--- config.mk ---
export PLATFORM = sky130hd
export DESIGN_NAME = transmitter_flat
export DESIGN_NICKNAME = d
export VERILOG_FILES = /design/src/rtl/transmitter_if.sv /design/src/rtl/transmitter.sv /design/src/flat_wrapper.sv
export SDC_FILE = /design/constraint.sdc
export NUM_CORES = 1
export LEC_CHECK = 0
export CORE_MARGIN = 2
export CORE_UTILIZATION = 25
export DETAILED_ROUTE_END_ITERATION = 16
export SYNTH_ARGS = -nofsm -noshare
export SYNTH_HDL_FRONTEND = slang
export SYNTH_SLANG_ARGS = --single-unit
export TNS_END_PERCENT = 50
--- constraint.sdc ---
create_clock -name clk -period 2.8 [get_ports clk]
set_input_delay 0.28 -clock clk [delete_from_list [all_inputs] [get_ports clk]]
set_output_delay 0.28 -clock clk [all_outputs]
set_load 0.01 [all_outputs]
--- src/rtl/transmitter_if.sv ---
// ---------------------------------------------------------------------------
// transmitter_if
//   Bundles the request-side handshake and the packet-launch bus of one
//   network node's transmitter.
//
//   send_req   : request to enqueue (send_dest, send_data)
//   send_dest  : destination node ID
//   send_data  : payload
//   send_ready : queue can accept; a request is taken when send_req && send_ready
//   tx_out     : packet {src_id, data, dest_id}; zero when not transmitting
//   tx_valid   : tx_out carries a packet this cycle
//
//   master : the node-local logic issuing requests and observing the bus
//   slave  : the transmitter itself
// ---------------------------------------------------------------------------
interface transmitter_if #(
    parameter int ID_WIDTH   = 1,
    parameter int DATA_WIDTH = 1
);
    logic                              send_req;
    logic [ID_WIDTH-1:0]               send_dest;
    logic [DATA_WIDTH-1:0]             send_data;
    logic                              send_ready;
    logic [2*ID_WIDTH+DATA_WIDTH-1:0]  tx_out;
    logic                              tx_valid;

    modport master (
        output send_req, send_dest, send_data,
        input  send_ready, tx_out, tx_valid
    );

    modport slave (
        input  send_req, send_dest, send_data,
        output send_ready, tx_out, tx_valid
    );
endinterface

--- src/rtl/transmitter.sv ---
// ---------------------------------------------------------------------------
// transmitter
//   Queues (destination, data) requests in a small circular FIFO and launches
//   one packet per TDM round, in the slot this node owns (slot_cnt == id).
//   The emitted packet is {id, data, dest} and is held for exactly one cycle;
//   tx_out is forced to zero otherwise because the interconnect ORs all
//   nodes' tx_out together.
//
//   Ports:
//     clk        : system clock, all state on the rising edge
//     rst        : synchronous active-high reset
//     id         : this node's ID (static after reset)
//     bus        : transmitter_if.slave (send_req/dest/data/ready, tx_out/valid)
//     slot_cnt   : current TDM slot, 0 .. NUM_NODES-1
//     fifo_count : number of queued requests
//
//   Optional feature macro: TX_DROP_SELF_EN
//     When defined, accepted requests addressed to this node's own id are
//     discarded instead of queued.
// ---------------------------------------------------------------------------
module transmitter #(
    parameter int ID_WIDTH   = 1,
    parameter int DATA_WIDTH = 1,
    parameter int NUM_NODES  = 2,
    parameter int FIFO_DEPTH = 4
) (
    input  logic                       clk,
    input  logic                       rst,
    input  logic [ID_WIDTH-1:0]        id,
    transmitter_if.slave               bus,
    output logic [ID_WIDTH-1:0]        slot_cnt,
    output logic [$clog2(FIFO_DEPTH):0] fifo_count
);
    localparam int PTR_W = $clog2(FIFO_DEPTH);
    localparam int CNT_W = PTR_W + 1;
    localparam int ENT_W = DATA_WIDTH + ID_WIDTH;

    localparam logic [1:0] ST_IDLE      = 2'd0;
    localparam logic [1:0] ST_WAIT_SLOT = 2'd1;
    localparam logic [1:0] ST_SEND      = 2'd2;

    localparam logic [ID_WIDTH-1:0] LAST_SLOT = ID_WIDTH'(NUM_NODES - 1);
    localparam logic [CNT_W-1:0]    FULL_CNT  = CNT_W'(FIFO_DEPTH);

    // ---------------- registers ----------------
    logic [ID_WIDTH-1:0]              r_slot_cnt;
    logic [1:0]                       r_state;
    logic [ENT_W-1:0]                 r_mem [FIFO_DEPTH];
    logic [PTR_W-1:0]                 r_wr_ptr;
    logic [PTR_W-1:0]                 r_rd_ptr;
    logic [CNT_W-1:0]                 r_count;
    logic                             r_send_ready;
    logic                             r_tx_valid;
    logic [2*ID_WIDTH+DATA_WIDTH-1:0] r_tx_out;

    // ---------------- combinational ----------------
    logic             w_drop;
    logic             w_push;
    logic             w_grant;
    logic [CNT_W-1:0] w_count_next;
    logic [1:0]       w_state_next;
    logic [ENT_W-1:0] w_head;

`ifdef TX_DROP_SELF_EN
    assign w_drop = (bus.send_dest == id);
`else
    assign w_drop = 1'b0;
`endif

    // send_ready is the registered "not full", so a request arriving while
    // full is rejected even if the same cycle pops an entry.
    assign w_push  = bus.send_req && r_send_ready && !w_drop;
    // Being in WAIT_SLOT guarantees the queue is nonempty; an entry pushed
    // in the owned slot itself is therefore not eligible until next round.
    assign w_grant = (r_state == ST_WAIT_SLOT) && (r_slot_cnt == id);
    assign w_head  = r_mem[r_rd_ptr];

    always_comb begin
        w_count_next = r_count;
        case ({w_push, w_grant})
            2'b10:   w_count_next = r_count + 1'b1;
            2'b01:   w_count_next = r_count - 1'b1;
            default: w_count_next = r_count;
        endcase
    end

    always_comb begin
        w_state_next = r_state;
        case (r_state)
            ST_IDLE:      if (w_count_next != '0) w_state_next = ST_WAIT_SLOT;
            ST_WAIT_SLOT: if (w_grant)            w_state_next = ST_SEND;
            ST_SEND:      w_state_next = (w_count_next != '0) ? ST_WAIT_SLOT : ST_IDLE;
            default:      w_state_next = ST_IDLE;
        endcase
    end

    // ---------------- TDM slot counter ----------------
    always_ff @(posedge clk) begin
        if (rst)
            r_slot_cnt <= '0;
        else if (r_slot_cnt == LAST_SLOT)
            r_slot_cnt <= '0;
        else
            r_slot_cnt <= r_slot_cnt + 1'b1;
    end

    // ---------------- queue storage (no reset: RAM-style) ----------------
    always_ff @(posedge clk) begin
        if (w_push)
            r_mem[r_wr_ptr] <= {bus.send_data, bus.send_dest};
    end

    // ---------------- queue control + FSM ----------------
    always_ff @(posedge clk) begin
        if (rst) begin
            r_wr_ptr     <= '0;
            r_rd_ptr     <= '0;
            r_count      <= '0;
            r_send_ready <= 1'b1;
            r_state      <= ST_IDLE;
        end else begin
            // Depth is a power of two, so the pointers wrap naturally.
            if (w_push)  r_wr_ptr <= r_wr_ptr + 1'b1;
            if (w_grant) r_rd_ptr <= r_rd_ptr + 1'b1;
            r_count      <= w_count_next;
            r_send_ready <= (w_count_next != FULL_CNT);
            r_state      <= w_state_next;
        end
    end

    // ---------------- packet launch register ----------------
    always_ff @(posedge clk) begin
        if (rst) begin
            r_tx_valid <= 1'b0;
            r_tx_out   <= '0;
        end else if (w_grant) begin
            r_tx_valid <= 1'b1;
            r_tx_out   <= {id, w_head};
        end else begin
            r_tx_valid <= 1'b0;
            r_tx_out   <= '0;
        end
    end

    assign bus.send_ready = r_send_ready;
    assign bus.tx_valid   = r_tx_valid;
    assign bus.tx_out     = r_tx_out;
    assign slot_cnt       = r_slot_cnt;
    assign fifo_count     = r_count;

endmodule

--- src/flat_wrapper.sv ---
// flat-port wrapper written by rule: the top's interface ports become plain ports
module transmitter_flat 
#(
    parameter int ID_WIDTH   = 1,
    parameter int DATA_WIDTH = 1,
    parameter int NUM_NODES  = 2,
    parameter int FIFO_DEPTH = 4
)
  (clk, rst, id, slot_cnt, fifo_count, bus_send_req, bus_send_dest, bus_send_data, bus_send_ready, bus_tx_out, bus_tx_valid);
  transmitter_if #(.ID_WIDTH(ID_WIDTH), .DATA_WIDTH(DATA_WIDTH)) bus_i ();
  input  logic clk;
  input  logic rst;
  input  logic [ID_WIDTH-1:0] id;
  output logic [ID_WIDTH-1:0] slot_cnt;
  output logic [$clog2(FIFO_DEPTH):0] fifo_count;
  input wire logic [$bits(bus_i.send_req)-1:0] bus_send_req;
  input wire logic [$bits(bus_i.send_dest)-1:0] bus_send_dest;
  input wire logic [$bits(bus_i.send_data)-1:0] bus_send_data;
  output wire logic [$bits(bus_i.send_ready)-1:0] bus_send_ready;
  output wire logic [$bits(bus_i.tx_out)-1:0] bus_tx_out;
  output wire logic [$bits(bus_i.tx_valid)-1:0] bus_tx_valid;
  assign bus_i.send_req = bus_send_req;
  assign bus_i.send_dest = bus_send_dest;
  assign bus_i.send_data = bus_send_data;
  assign bus_send_ready = bus_i.send_ready;
  assign bus_tx_out = bus_i.tx_out;
  assign bus_tx_valid = bus_i.tx_valid;
  transmitter #(.ID_WIDTH(ID_WIDTH), .DATA_WIDTH(DATA_WIDTH), .NUM_NODES(NUM_NODES), .FIFO_DEPTH(FIFO_DEPTH)) u_core (.clk(clk), .rst(rst), .id(id), .bus(bus_i), .slot_cnt(slot_cnt), .fifo_count(fifo_count));
endmodule
# Word-level counts from Yosys, hierarchy flattened
# Memory sizes are Yosys's and may differ from the RTL's. A register that Yosys moved wholly into a read port is not among the register bits.
# Cells that the tools add are included.
# Widths: inputs -> output; s select.
# word_totals
ram_bits	8
latch_bits	0
mem_bits_ro	0
word_cells	38
input_bits	6
output_inout_bits	9
memories	1
register_bits	15
# memory_table
name	words	width	rd	rd_ports_with_merged_regs	wr	line	text
u_core.r_mem	4	2	1	1	1	transmitter.sv:48	logic [ENT_W-1:0] r_mem [FIFO_DEPTH];
# op_classes
div	0
n_shift	0
n_lt_le_gt_ge	0
mul	0
muxes	8
n_bitwise	1
eq_ne	8
n_reduce_logical	7
addsub	5
# op_table
op	n
$pmux 2 s3	1
$pmux 3 s2	1
$add 2x1->2 const B	2
$eq 2x1->1 const B	2
$eq 2x2->1 const B	2
$mux 1	4
$mux 2	2
$ne 2x1->1 const B	2
$reduce_or 2->1	2
$add 3x1->3 const B	1
$ne 3x3->1 const B	1
$reduce_bool 3->1	1
$sub 3x1->3 const B	1
$logic_and 1x1->1	2
$logic_not 2->1	1
$reduce_and 2->1	1
$add 1x1->1 const B	1
$eq 1x1->1	1
$not 1->1	1

# Longest topological paths before layout
# logic_depth
depth_word	7
mapped_depth	7

# Worst setup path before layout
# OpenSTA, ideal clock, no wires.
# synth_timing
path_type	register to register
startpoint	register u_core.r_slot_cnt, in the netlist u_core.slot_cnt
endpoint	register u_core.r_send_ready, in the netlist u_core.bus.send_ready
arrival_time_ps	2256
period_less_slack_ps	2378
stages_incl_launch_ff	7
required_ps	2678
setup_slack_ps	422
path_cell_list	dfxtp_1 > xor2_1 > nor2_1 > ha_1 > fa_1 > or3b_2 > a221o_1
# synth_between
elab_chain_cells	5
# synth_lines
item	line	text
start: declaration	transmitter.sv:46	logic [ID_WIDTH-1:0] r_slot_cnt;
start signal: assignment	transmitter.sv:104	r_slot_cnt <= r_slot_cnt + 1'b1;
$eq 1x1->1 *	transmitter.sv:75	assign w_grant = (r_state == ST_WAIT_SLOT) && (r_slot_cnt == id);
$logic_and 1x1->1 *	transmitter.sv:75	
net u_core.w_grant	transmitter.sv:59	logic w_grant;
$eq 2x1->1 or $eq 2x2->1 (tied branches)	transmitter.sv:80	case ({w_push, w_grant})
$pmux 3 s2 *	transmitter.sv:80	
$ne 3x3->1 *	transmitter.sv:126	r_send_ready <= (w_count_next != FULL_CNT);
end signal: assignment	transmitter.sv:126	
end: declaration	transmitter.sv:52	logic r_send_ready;
# Mark *: on every way through the listed nets, which the timed path passes. The rest lies on a longest branch.
# A chain may end at the register's enable or synchronous reset.

# Worst setup path after layout
# layout_timing
startpoint	input id
endpoint	register u_core.r_send_ready, in the netlist u_core.bus.send_ready
# layout_between
elab_chain_cells	5
# layout_lines
item	line	text
start: declaration	flat_wrapper.sv:13	input logic [ID_WIDTH-1:0] id;
$eq 1x1->1 *	transmitter.sv:75	
$logic_and 1x1->1 *	transmitter.sv:75	
net u_core.w_grant	transmitter.sv:59	
$eq 2x1->1 or $eq 2x2->1 (tied branches)	transmitter.sv:80	
$pmux 3 s2 *	transmitter.sv:80	
$ne 3x3->1 *	transmitter.sv:126	
# Marked as above.

==> impl_metrics.ini <==
[clocking]
cts_tree = yes
clockRootBuffer = clkbuf_8
numCtsBuffers = 3
postCtsSetupBuffers = 0
cts.sinks = 23
cts_htree_levels = 1
clockBufferDepth = 2
cts_hold_buf = 0
cts.reportedPaths.clkPinSlew_ns = 0.08
clk_latency_ns = 0.26
post_cts_resized = 0

[run]
cap_violations = 0

[layout]
multi_input_area_um2 = 394.1
fillers = 366
nets = 109
areaGrowthSynthToFinish_pct = 27.14
fin_util_pct = 32.98
regArea_um2 = 540.5
drive_above_1_share_pct = 10.42
diodes = 0

[sta]
finalCriticalPeriod_ns = 2.342
rsz0062_at_grt = false
tightest_slew_ns = 0.4330
tns_ns = 0
slew_viol_final = 0
finalCritPeriodShare_pct = 83.65
skew_ns = 0.005708
maxSlewHeadroom_pct = 71.04
final_hold_viol_count = 0
finalSetupViolCount = 0
fin_ws_ns = 0.4578
fmax_ghz = 0.4270

[yosys]
syn_area_um2 = 949.7
synthXorXnorAreaFrac_pct = 3.689
postSynthAreaPerCell_um2 = 12.33
yosys_warnings = 0
yosysSeqAreaShare_pct = 56.92
syn-num-nets = 89
ys_async_sr_fraction_pct = 0
synth_flop_cell = dfxtp_1
synth_mux_area_share_pct = 6.851
synth_cell_types = 27
synth_cells = 77
ys_ff_latch = 23
synth_top_family_by_area = simple AND/OR/NAND/NOR gates
synth_compound_area_share_pct = 6.456
synth_adder_area_share_pct = 8.696
synth_edf_count = 8
yosys.area_share.simple_pct = 15.81

[drt]
vias = 620
routed_wl_um = 1642
wl_per_cell_um = 11.40
via_per_inst = 4.306
drt_iter0_drc = 11
first_pass_iters = 2
drc = 0
ant_nets = 0

[die]
fp.coreArea_um2 = 3661
num_io_pins = 15
die_h_um = 65.64
die_area_um2 = 4308
rows = 22
die_x_um = 65.64
start_util_pct = 25.94

[place]
dp_slack_ns = 0.1815
hpwl_um = 1252
port_buffers = 14
routabilityCongestion = 0.7612

[status]
status = complete, no violations

[global_routing]
grt.total_usage_pct = 8.548
first_global_vias = 640
grt_max_degree = 14
grt_first_pass_wirelength_um = 2801
overflow = 0
antenna_found_initial = 0

[pwr]
power_density_nw_per_um2 = 772.1
p_leak_uw = 0.0004594
ir_drop_uv = 304.8

[setup_path]
worstPathRequired_ns = 2.96
path_max_fanout = 2
path_class = input port to flop
cp-end-kind = flop
arrival_ns = 2.50
worst_setup_path_start_kind = input port

[hold_path]
hold_path.class = flop to flop
path summary, 6_finish.rpt:
check	start	endpoint	slack (ns)	depth (start not counted)
setup reg to reg	u_core.bus.send_ready$_SDFF_PP1_	u_core.bus.send_ready$_SDFF_PP1_	0.56	5
setup / recovery	id	u_core.bus.send_ready$_SDFF_PP1_	0.46	7
hold reg to reg	u_core.slot_cnt$_SDFF_PP0_	u_core.slot_cnt$_SDFF_PP0_	0.46	1
hold / removal	u_core.slot_cnt$_SDFF_PP0_	u_core.slot_cnt$_SDFF_PP0_	0.46	1
Yosys cell counts, types with 2 or more instances:
cell,number,share of area [%]
edfxtp_1,8,25
xor2_1,2,1.8
ha_1,5,6.6
mux2i_1,2,2.1
mux4_2,2,4.7
nand2b_1,3,2.0
dfxtp_1,15,32
nor3_1,2,1.1
and3_1,4,2.6
inv_1,3,1.2
and2_1,3,2.0
nor2_1,6,2.4
xnor2_1,2,1.8
o21ai_0,2,1.1
nand2_1,2,0.79
a21oi_1,5,2.6
per-stage QoR:
stage                     power, uW  cell area [um2]  std cells  hold slack [ns]
after CTS                     938.9             1207        144           0.4662
after detailed placement      736.0             1161        140           0.4448
after global placement        730.2             1161        140           0.4402
after global routing          989.5             1207        144           0.4987
final                         932.2             1207        144           0.4572
after floorplan               630.1            949.7         77           0.3789
area by class of cell:
type	instances	area share, %
flip-flops and latches	23	44.77
multi-input cells	50	32.64
repair buffers	16	12.85
well taps	48	4.974
clock buffers	3	3.420
inverters	3	0.9326
clock inverters	1	0.4145
sequential cells by signal (all words and copies together), names as in the netlist:
signal                 flops
u_core.fifo_count          3
u_core.bus.tx_valid        1
u_core.r_rd_ptr            2
u_core.r_wr_ptr            2
u_core.bus.send_ready      1
u_core.bus.tx_out          3
u_core.r_mem               8
u_core.r_state             2
u_core.slot_cnt            1
routing by layer:
layer  up-vias  wire length (um)  global-route usage [%]
met2        12               787                   14.27
met3         0                64                   1.541
met5         -                 0                       0
li1        312                 -                       -
met1       296               790                   10.33
met4         0                 0                   4.688
cell families (layout without fill, tap and decap cells):
group | Yosys count | count (layout)
AND/OR/NAND/NOR | 26 | 26
flip-flops | 23 | 23
AO/OA/AOI/OAI | 10 | 10
adder cells (fa/ha/maj) | 6 | 6
XOR/XNOR | 4 | 4
multiplexers | 4 | 4
buffers and inverters | 4 | 23
critical path, stage by stage:
cell and delay, ns:
clkdlybuf4s50_1 0.49, xor2_1 0.19, nor2_1 0.08, ha_1 0.22, fa_1 0.45, or3b_2 0.47
a221o_1 0.32
power by group:
part | internal [uW] | switching [uW]
Sequential | 399 | 51.3
Clock | 99.2 | 103
Combinational | 151 | 128
Total | 649 | 283
cell usage in the layout (no fill, tap or decap), drive strengths merged, types with 2 or more instances in the layout:
cell type / n
inv: 3
nand2b: 3
clkdlybuf4s50: 14
buf: 2
xnor2: 2
nor3: 2
and3: 4
mux4: 2
dfxtp: 15
clkbuf: 3
mux2i: 2
nand2: 2
nor2: 6
or3b: 2
xor2: 2
and2: 3
edfxtp: 8
o21ai: 2
a21oi: 5
ha: 5
No activity file was read; power rests on OpenSTA's default activity.
